[src/rtl/vga_pkg.sv]
// Shared VGA timing types and default 640x480@60 constants.
package vga_pkg;

  localparam int CNT_W = 12;

  localparam int DEF_H_ACTIVE = 640;
  localparam int DEF_H_FRONT  = 16;
  localparam int DEF_H_SYNC   = 96;
  localparam int DEF_H_BACK   = 48;
  localparam int DEF_V_ACTIVE = 480;
  localparam int DEF_V_FRONT  = 10;
  localparam int DEF_V_SYNC   = 2;
  localparam int DEF_V_BACK   = 33;

  typedef enum logic [1:0] {
    ACTIVE = 2'd0,
    FRONT  = 2'd1,
    SYNC   = 2'd2,
    BACK   = 2'd3
  } phase_e;

  // Which interval a count falls in, given the lengths of the first three intervals.
  function automatic phase_e phase_of(input logic [CNT_W-1:0] c, input int a,
                                      input int f, input int s);
    int cv;
    cv = int'(c);
    if (cv < a)              return ACTIVE;
    else if (cv < a + f)     return FRONT;
    else if (cv < a + f + s) return SYNC;
    else                     return BACK;
  endfunction

endpackage

[src/rtl/vga_axis_counter.sv]
// One raster axis: wrapping counter with registered sync and look-ahead phase.
import vga_pkg::*;

module vga_axis_counter #(
  parameter int ACTIVE_LEN = DEF_H_ACTIVE,
  parameter int FRONT_LEN  = DEF_H_FRONT,
  parameter int SYNC_LEN   = DEF_H_SYNC,
  parameter int BACK_LEN   = DEF_H_BACK,
  parameter bit SYNC_POL   = 1'b0
) (
  input  logic             clk_in,
  input  logic             rst_n,
  input  logic             en,
  output logic [CNT_W-1:0] count,
  output phase_e           phase,
  output logic             wrap,
  output logic             sync
);

  localparam int TOTAL = ACTIVE_LEN + FRONT_LEN + SYNC_LEN + BACK_LEN;
  localparam logic [CNT_W-1:0] LAST = CNT_W'(TOTAL - 1);

  if (ACTIVE_LEN < 1 || FRONT_LEN < 1 || SYNC_LEN < 1 || BACK_LEN < 1 || TOTAL > 4096)
  begin : g_bad_timing
    $fatal(1, "vga_axis_counter: illegal interval lengths");
  end

  logic [CNT_W-1:0] count_nxt;
  phase_e           phase_q;

  // wrap means the next enable returns the count to 0; phase is the phase being entered.
  always_comb begin
    wrap      = (count == LAST);
    count_nxt = wrap ? '0 : count + CNT_W'(1);
    phase     = en ? phase_of(count_nxt, ACTIVE_LEN, FRONT_LEN, SYNC_LEN) : phase_q;
  end

  // Reset parks on the final count so the first enable enters count 0.
  always_ff @(posedge clk_in or negedge rst_n) begin
    if (!rst_n) begin
      count   <= LAST;
      phase_q <= BACK;
      sync    <= ~SYNC_POL;
    end else if (en) begin
      count   <= count_nxt;
      phase_q <= phase;
      sync    <= (phase == SYNC) ? SYNC_POL : ~SYNC_POL;
    end
  end

endmodule

[src/rtl/vga_timing_gen.sv]
// VGA raster timing: pixel/line counters, syncs, display enable and line/frame strobes.
import vga_pkg::*;

module vga_timing_gen #(
  parameter int H_ACTIVE  = DEF_H_ACTIVE,
  parameter int H_FRONT   = DEF_H_FRONT,
  parameter int H_SYNC    = DEF_H_SYNC,
  parameter int H_BACK    = DEF_H_BACK,
  parameter int V_ACTIVE  = DEF_V_ACTIVE,
  parameter int V_FRONT   = DEF_V_FRONT,
  parameter int V_SYNC    = DEF_V_SYNC,
  parameter int V_BACK    = DEF_V_BACK,
  parameter bit HSYNC_POL = 1'b0,
  parameter bit VSYNC_POL = 1'b0
) (
  input  logic             clk_in,
  input  logic             rst_n,
  input  logic             pix_ce,
  output logic [CNT_W-1:0] x,
  output logic [CNT_W-1:0] y,
  output logic             active,
  output logic             hsync,
  output logic             vsync,
  output logic             line_start,
  output logic             frame_start
);

  phase_e h_phase;
  phase_e v_phase;
  logic   h_wrap;
  logic   v_wrap;
  logic   v_en;

  assign v_en = pix_ce & h_wrap;

  vga_axis_counter #(
    .ACTIVE_LEN(H_ACTIVE), .FRONT_LEN(H_FRONT), .SYNC_LEN(H_SYNC), .BACK_LEN(H_BACK),
    .SYNC_POL(HSYNC_POL)
  ) u_h (
    .clk_in(clk_in), .rst_n(rst_n), .en(pix_ce),
    .count(x), .phase(h_phase), .wrap(h_wrap), .sync(hsync)
  );

  vga_axis_counter #(
    .ACTIVE_LEN(V_ACTIVE), .FRONT_LEN(V_FRONT), .SYNC_LEN(V_SYNC), .BACK_LEN(V_BACK),
    .SYNC_POL(VSYNC_POL)
  ) u_v (
    .clk_in(clk_in), .rst_n(rst_n), .en(v_en),
    .count(y), .phase(v_phase), .wrap(v_wrap), .sync(vsync)
  );

  // Strobes are recomputed every clock so they drop after one cycle even with pix_ce low.
  always_ff @(posedge clk_in or negedge rst_n) begin
    if (!rst_n) begin
      active      <= 1'b0;
      line_start  <= 1'b0;
      frame_start <= 1'b0;
    end else begin
      line_start  <= pix_ce & h_wrap;
      frame_start <= pix_ce & h_wrap & v_wrap;
      if (pix_ce)
        active <= (h_phase == ACTIVE) && (v_phase == ACTIVE);
    end
  end

endmodule
[config.mk]
export PLATFORM = sky130hd
export DESIGN_NAME = vga_timing_gen
export DESIGN_NICKNAME = d
export VERILOG_FILES = /design/src/rtl/vga_pkg.sv /design/src/rtl/vga_axis_counter.sv /design/src/rtl/vga_timing_gen.sv
export SDC_FILE = /design/constraint.sdc
export NUM_CORES = 1
export LEC_CHECK = 0
export BUFFER_PORTS_ARGS = -buffer_cell sky130_fd_sc_hd__buf_2
export CORE_MARGIN = 1.5
export CORE_UTILIZATION = 50
export CTS_CLUSTER_SIZE = 24
export DETAILED_ROUTE_END_ITERATION = 7
export GPL_TIMING_DRIVEN = 0
export PLACE_DENSITY = 0.81
export SKIP_CTS_REPAIR_TIMING = 1
export SYNTH_ARGS = -nofsm -noshare
export SYNTH_HDL_FRONTEND = slang
export SYNTH_SLANG_ARGS = --single-unit
[constraint.sdc]
create_clock -name clk_in -period 3 [get_ports clk_in]
set_input_delay 0.45 -clock clk_in [delete_from_list [all_inputs] [get_ports clk_in]]
set_output_delay 0.45 -clock clk_in [all_outputs]
set_load 0.02 [all_outputs]
==> impl_metrics.env, run 1 <==
export IMPL_period_share_pct=90.0
export IMPL_hold_violations=0
export IMPL_slowest_stage="dfstp_2"
export IMPL_top_layer="met4"
export IMPL_antenna_cells=0
export IMPL_dp_hpwl_microns=3480
export IMPL_dieArea_sq_um=4580
export IMPL_irDropWorstVdd_uv=410
export IMPL_synth_fp_nets=236
export IMPL_path_delay_family="simple AND/OR/NAND/NOR gates"
export IMPL_numCtsBuffers=5
export IMPL_skew_ns=0.00934
export IMPL_io_buffers=31
export IMPL_regToRegSetupSlack_ns=0.30
export IMPL_synthCells=230
export IMPL_slew_headroom_pct=54.3
export IMPL_fmax_ghz=0.370
export IMPL_htreeDepth=2
export IMPL_cpPeakStageDelay_ns=0.60
export IMPL_via_per_inst=5.95
export IMPL_status="finished clean"
export IMPL_critical_path_buf_inv_count=0
export IMPL_pin_count=32
export IMPL_syn_area_sq_um=2090
export IMPL_path_cells="ha_1, nand4_4, nor4_2, or3b_1, o22ai_1, a211o_1, o32a_1"
export IMPL_wl_met3_microns=314
export IMPL_powerDensity_nw_per_um2=471
export IMPL_synth_largest_area_cell="dfrtp_1"
export IMPL_core_area_sq_um=4000
export IMPL_ant_nets=0
export IMPL_dr_pass1_iters=4
export IMPL_setup_worst_path_start_class="flop"
export IMPL_syn_to_final_growth_pct=14.7
export IMPL_ys_warn_count=0
export IMPL_die_w_microns=67.7
export IMPL_rsz0062_at_grt="false"
export IMPL_cts_tree="built"
export IMPL_synth_top_area_share_pct=20.3
export IMPL_path_class="reg2reg"
export IMPL_cp_data_arrival_time_ns=2.91
export IMPL_post_drt_wl_per_cell_microns=15.3
export IMPL_grt_overflow=0
export IMPL_antenna_found_initial=0
export IMPL_fillers=377
export IMPL_seqPwrFrac_pct=47.4
export IMPL_wl_met2_microns=2380
export IMPL_sw_frac_of_total_pct=32.2
export IMPL_initial_core_util_pct=52.3
export IMPL_drv_slew=0
export IMPL_grt_pass1_vias=1830
export IMPL_drcViolationCount=0
export IMPL_cts_buffer_depth=2
export IMPL_p_sw_uw=364
export IMPL_gp_congestion=0.897
export IMPL_grt_max_degree=33
export IMPL_ys_seq_area_share_pct=39.2
export IMPL_power_frac_clock_pct=30.0
export IMPL_syn_area_per_cell_sq_um=9.10
export IMPL_drv_cap=0
export IMPL_routed_wl_microns=4880
export IMPL_nets=274
export IMPL_power_frac_comb_pct=22.6
export IMPL_power_total_uw=1130
export IMPL_ys_top_cells_by_area="dfrtp_1 20%, dfstp_2 19%, nand2_1 5.6%, xnor2_1 5.4%, o21ai_0 5.0%"
export IMPL_cts_sinks=32
export IMPL_cp_max_fo=8
export IMPL_async_flop_share_pct=100
export IMPL_insertion_delay_ns=0.28
export IMPL_worstMarginPinSlew_ns=0.686
export IMPL_final_cell_mix="34 x buf_2, 31 x nand2_1, 21 x o21ai_0"
export IMPL_period_needed_ns=2.70
export IMPL_final_common_cell="buf_2"
export IMPL_gr_usage_all_layers_pct=23.9
export IMPL_vias=1897
export IMPL_fin_tns_setup_ns=0
export IMPL_die_h_microns=67.7
export IMPL_p_leak_uw=0.000960
export IMPL_rows=23
export IMPL_synth_edff_count=0
export IMPL_ys_ff_latch=32
export IMPL_cp_required_ns=3.21
export IMPL_ys_flop_type="dfrtp_1"
export IMPL_clkSlewWorstSetupHoldPaths_ns=0.07
export IMPL_drive_above_1_share_pct=26.4
export IMPL_hold_class="in2async"
export IMPL_drt_iter0_drc=168
export IMPL_drt_met1_wl_microns=2110
export IMPL_cp_end_kind="flop"
export IMPL_cts_root_buffer="clkbuf_8"
export IMPL_ys_types=62
export IMPL_p_int_uw=767
export IMPL_grt_pass1_wl_microns=8260
export IMPL_setup_viol=0
-- cell families (layout without fill, tap and decap cells) --
kind of cell / after synthesis / in the layout / share of synthesized area (%)
mux: 4 / 4 / 1.91
fa+ha+maj: 3 / 3 / 1.79
xor+xnor: 14 / 14 / 5.86
buf+inv: 19 / 58 / 4.31
compound gates: 50 / 50 / 16.6
flops: 32 / 32 / 39.2
simple gates: 108 / 108 / 30.3
-- routing by layer --
layer	global-route usage [%]	up-vias
li1	-	923
met2	37.3	60
met4	9.18	0
met3	6.33	8
met1	31.5	906
met5	0	-
-- cell usage after synthesis, types with 2 or more instances --
master / count
a211oi_1: 2
a31oi_1: 2
and3_1: 6
and4b_1: 2
buf_2: 3
buf_6: 2
clkbuf_1: 5
dfrtp_1: 17
dfstp_2: 15
ha_1: 3
inv_1: 7
mux2i_1: 4
nand2_1: 31
nand3_1: 16
nand4_1: 6
nor2_1: 14
nor3_1: 6
nor3b_1: 2
nor4_2: 2
nor4b_1: 2
o211ai_1: 2
o21a_1: 3
o21ai_0: 21
o22ai_1: 2
o31ai_1: 2
o32ai_1: 2
or2_2: 3
or3_1: 2
xnor2_1: 13
-- power by group through the flow --
stage / sequential (uW) / combinational [uW] / clock (uW)
6_report: 536 / 256 / 340
5_1_grt: 546 / 279 / 372
4_1_cts: 535 / 256 / 350
3_5_place_dp: 542 / 253 / 0
3_3_place_gp: 540 / 246 / 0
2_1_floorplan: 575 / 145 / 0
-- path summary, 6_finish.rpt --
path                                    from            to  cells past startpoint
worst min register to register      u_v.sync      u_v.sync                      2
max in group asynchronous              rst_n    line_start                      1
min in group clk_in                   pix_ce  u_h.count[9]                      3
worst max register to register  u_h.count[0]      u_h.sync                      7
worst min-delay path                   rst_n  u_h.count[5]                      1
worst max-delay path            u_h.count[0]      u_h.sync                      7
-- cell type report --
cell class	count	area (sq um)	share of cell area [%]
plain buffers	11	60.1	2.50
clock buffers	8	90.1	3.75
inverters	8	30.0	1.25
multi-input cells	179	1180	49.3
flip-flops and latches	32	820	34.2
well taps	50	62.6	2.61
repair buffers	31	155	6.47
-- state kept, by name (all words and copies together) (netlist names) --
register     flops
u_v.sync         1
active           1
u_v.count       12
u_h.phase_q      1
u_h.sync         1
u_h.count       12
frame_start      1
line_start       1
u_v.phase_q      2
-- per-stage QoR --
stage | std cells | setup WS (ns) | utilization [%] | cell area [sq um] | hold WS (ns)
after floorplan | 230 | 0.565 | - | 2090 | 0.154
after CTS | 319 | 0.286 | 60.0 | 2400 | 0.232
after global placement | 311 | 0.318 | 57.7 | 2310 | 0.496
after detailed placement | 311 | 0.319 | 57.7 | 2310 | 0.510
after global routing | 319 | 0.113 | 60.0 | 2400 | 0.268
final | 319 | 0.300 | 60.0 | 2400 | 0.205
Power figures use the tool's default switching activity.
==> run 2: changes to the inputs <==
--- a/config.mk
+++ b/config.mk
@@ -11,8 +11,10 @@
 export CTS_CLUSTER_SIZE = 24
 export DETAILED_ROUTE_END_ITERATION = 7
 export GPL_TIMING_DRIVEN = 0
-export PLACE_DENSITY = 0.81
+export HOLD_SLACK_MARGIN = 0.02
+export PLACE_DENSITY = 0.8
 export SKIP_CTS_REPAIR_TIMING = 1
 export SYNTH_ARGS = -nofsm -noshare
 export SYNTH_HDL_FRONTEND = slang
+export SYNTH_HIERARCHICAL = 1
 export SYNTH_SLANG_ARGS = --single-unit
==> impl_metrics.env, run 2 <==
export IMPL_ys_warn_count=6
export IMPL_nets=291
export IMPL_powerDensity_nw_per_um2=472
export IMPL_cts_tree="built"
export IMPL_die_h_microns=68.7
export IMPL_grt_overflow=0
export IMPL_setup_ws_ns=0.209
export IMPL_synth_largest_area_cell="dfrtp_1"
export IMPL_regToRegStartpoint="u_h/count[9]"
export IMPL_cts_root_buffer="clkbuf_8"
export IMPL_gp_congestion=0.870
export IMPL_core_area_sq_um=4090
export IMPL_die_w_microns=68.7
export IMPL_placedInstanceArea_sq_um=2380
export IMPL_cp_data_arrival_time_ns=3.03
export IMPL_synth_simple_area_share_pct=30.2
export IMPL_drv_slew=0
export IMPL_period_needed_ns=2.79
export IMPL_grt_max_degree=34
export IMPL_place_worst_setup_slack_ns=-0.385
export IMPL_p_leak_uw=0.00111
export IMPL_synth_most_common_cell="nand2_1"
export IMPL_worstMarginPinSlew_ns=0.733
export IMPL_ys_types=62
export IMPL_antenna_cells=0
export IMPL_path_cells="nand2_2, or3_1, nor3_4, and2_4, inv_1, nor4_4, a211oi_1, nor4_1, mux2_2"
export IMPL_synth_xor_area_share_pct=4.86
export IMPL_syn_area_sq_um=2160
export IMPL_cp_end_kind="flop"
export IMPL_setup_worst_path_start_class="flop"
export IMPL_htreeDepth=2
export IMPL_hold_class="in2async"
export IMPL_synth_top_family_by_area="simple AND/OR/NAND/NOR gates"
export IMPL_irDropWorstVdd_uv=232
export IMPL_dp_hpwl_microns=3530
export IMPL_fin_hold_ws_ns=0.203
export IMPL_path_class="reg2reg"
export IMPL_grt_pass1_vias=1700
export IMPL_pin_count=32
export IMPL_final_area_sq_um=2560
export IMPL_drive_above_1_share_pct=31.5
export IMPL_grt_pass1_wl_microns=8170
export IMPL_via_per_inst=6.02
export IMPL_drt_iter0_drc=171
export IMPL_io_buffers=31
export IMPL_fin_tns_setup_ns=0
export IMPL_cpPeakStageDelay_ns=0.61
export IMPL_synth_fp_nets=248
export IMPL_drv_cap=0
export IMPL_routed_wl_microns=5190
export IMPL_status="finished clean"
export IMPL_fmax_ghz=0.358
export IMPL_cp_max_fo=8
export IMPL_period_share_pct=93.0
export IMPL_synth_edff_count=0
export IMPL_dieArea_sq_um=4730
export IMPL_cts_sinks=33
export IMPL_setup_viol=0
export IMPL_async_flop_share_pct=100
export IMPL_path_delay_family="simple AND/OR/NAND/NOR gates"
export IMPL_synth_top_area_share_pct=19.7
export IMPL_slew_headroom_pct=51.2
export IMPL_skew_ns=0.00779
export IMPL_top_regs="u_h/count (12), u_v/count (12)"
export IMPL_worstSetupStartpoint="u_h/count[9]"
export IMPL_dr_pass1_iters=4
export IMPL_final_cell_mix="34 x buf_2, 23 x nand2_1, 22 x nor2_1"
export IMPL_slowest_stage="dfstp_2"
export IMPL_initial_core_util_pct=52.9
export IMPL_numCtsBuffers=5
export IMPL_post_drt_wl_per_cell_microns=15.5
export IMPL_ys_seq_area_share_pct=39.1
export IMPL_synthMuxAreaShare_pct=1.45
export IMPL_fillers=353
export IMPL_ys_flop_type="dfrtp_1"
export IMPL_insertion_delay_ns=0.30
export IMPL_ys_top_cells_by_area="dfrtp_1 20%, dfstp_2 19%, nand2_1 4.2%, xnor2_1 4.1%, nor2_1 3.8%"
export IMPL_ys_ff_latch=33
export IMPL_ant_nets=0
export IMPL_antenna_found_initial=0
export IMPL_vias=2023
export IMPL_drcViolationCount=0
export IMPL_cts_buffer_depth=2
export IMPL_syn_area_per_cell_sq_um=8.93
export IMPL_clkSlewWorstSetupHoldPaths_ns=0.07
export IMPL_synth_common_cells="24 x nand2_1, 22 x nor2_1, 17 x dfrtp_1"
export IMPL_final_common_cell="buf_2"
export IMPL_synthCells=242
export IMPL_critical_path_buf_inv_count=1
export IMPL_cp_required_ns=3.24
export IMPL_gr_usage_all_layers_pct=23.7
export IMPL_hold_violations=0
export IMPL_synth_compound_area_share_pct=18.8
export IMPL_rows=23
export IMPL_power_total_uw=1210
export IMPL_synthAdderAreaFrac_pct=1.74
export IMPL_syn_to_final_growth_pct=18.4
-- run 2: cell types whose count changed in the layout (fill, tap and decap cells not counted), moves of 4 or more --
cell	before	now
nand3_1	16	6
a21oi_1	1	9
nand2_1	31	23
nor2_1	14	22
buf_4	0	7
nand2b_1	1	7
o21ai_0	21	16
a21o_1	0	4
-- run 2: area by class of cell --
class	instances	area [sq um]	area share, %
plain buffers	10	55.1	2.15
clock buffers	6	72.6	2.84
clock inverters	2	10.0	0.391
inverters	7	26.3	1.03
multi-input cells	191	1290	50.3
flip-flops and latches	33	846	33.1
well taps	50	62.6	2.44
repair buffers	37	200	7.82
-- run 2: through the flow --
stage          utilization (%)  cells
2_1_floorplan                -    242
3_3_place_gp              58.2    323
3_5_place_dp              58.2    323
4_1_cts                   60.2    331
5_1_grt                   62.6    336
6_report                  62.6    336
-- run 2: final timing paths --
kind	slack, ns	end	cells past startpoint
max	0.21	active	9
min	0.20	u_v/count[0]	1
max reg2reg	0.21	active	9
min reg2reg	0.50	u_v/sync	2
max in group asynchronous	2.31	u_h/count[7]	1
min in group clk_in	0.50	u_v/sync	2
-- run 2: power breakdown --
group	internal, uW	switching, uW
combinational	113	183
clock	161	172
sequential	509	69.2
total	783	424
-- run 2: cells by family (layout without fill, tap and decap cells) --
group,count (synthesis),count (layout)
mux,3,3
buf+inv,18,62
simple gates,113,113
compound gates,60,60
fa+ha+maj,3,3
xor+xnor,12,12
flops,33,33
-- run 2: routing by layer --
metal / GRT usage, % / wire length, microns
met1: 34.9 / 2480
met2: 33.4 / 2290
met3: 5.36 / 339
met4: 9.31 / 74
met5: 0 / 0
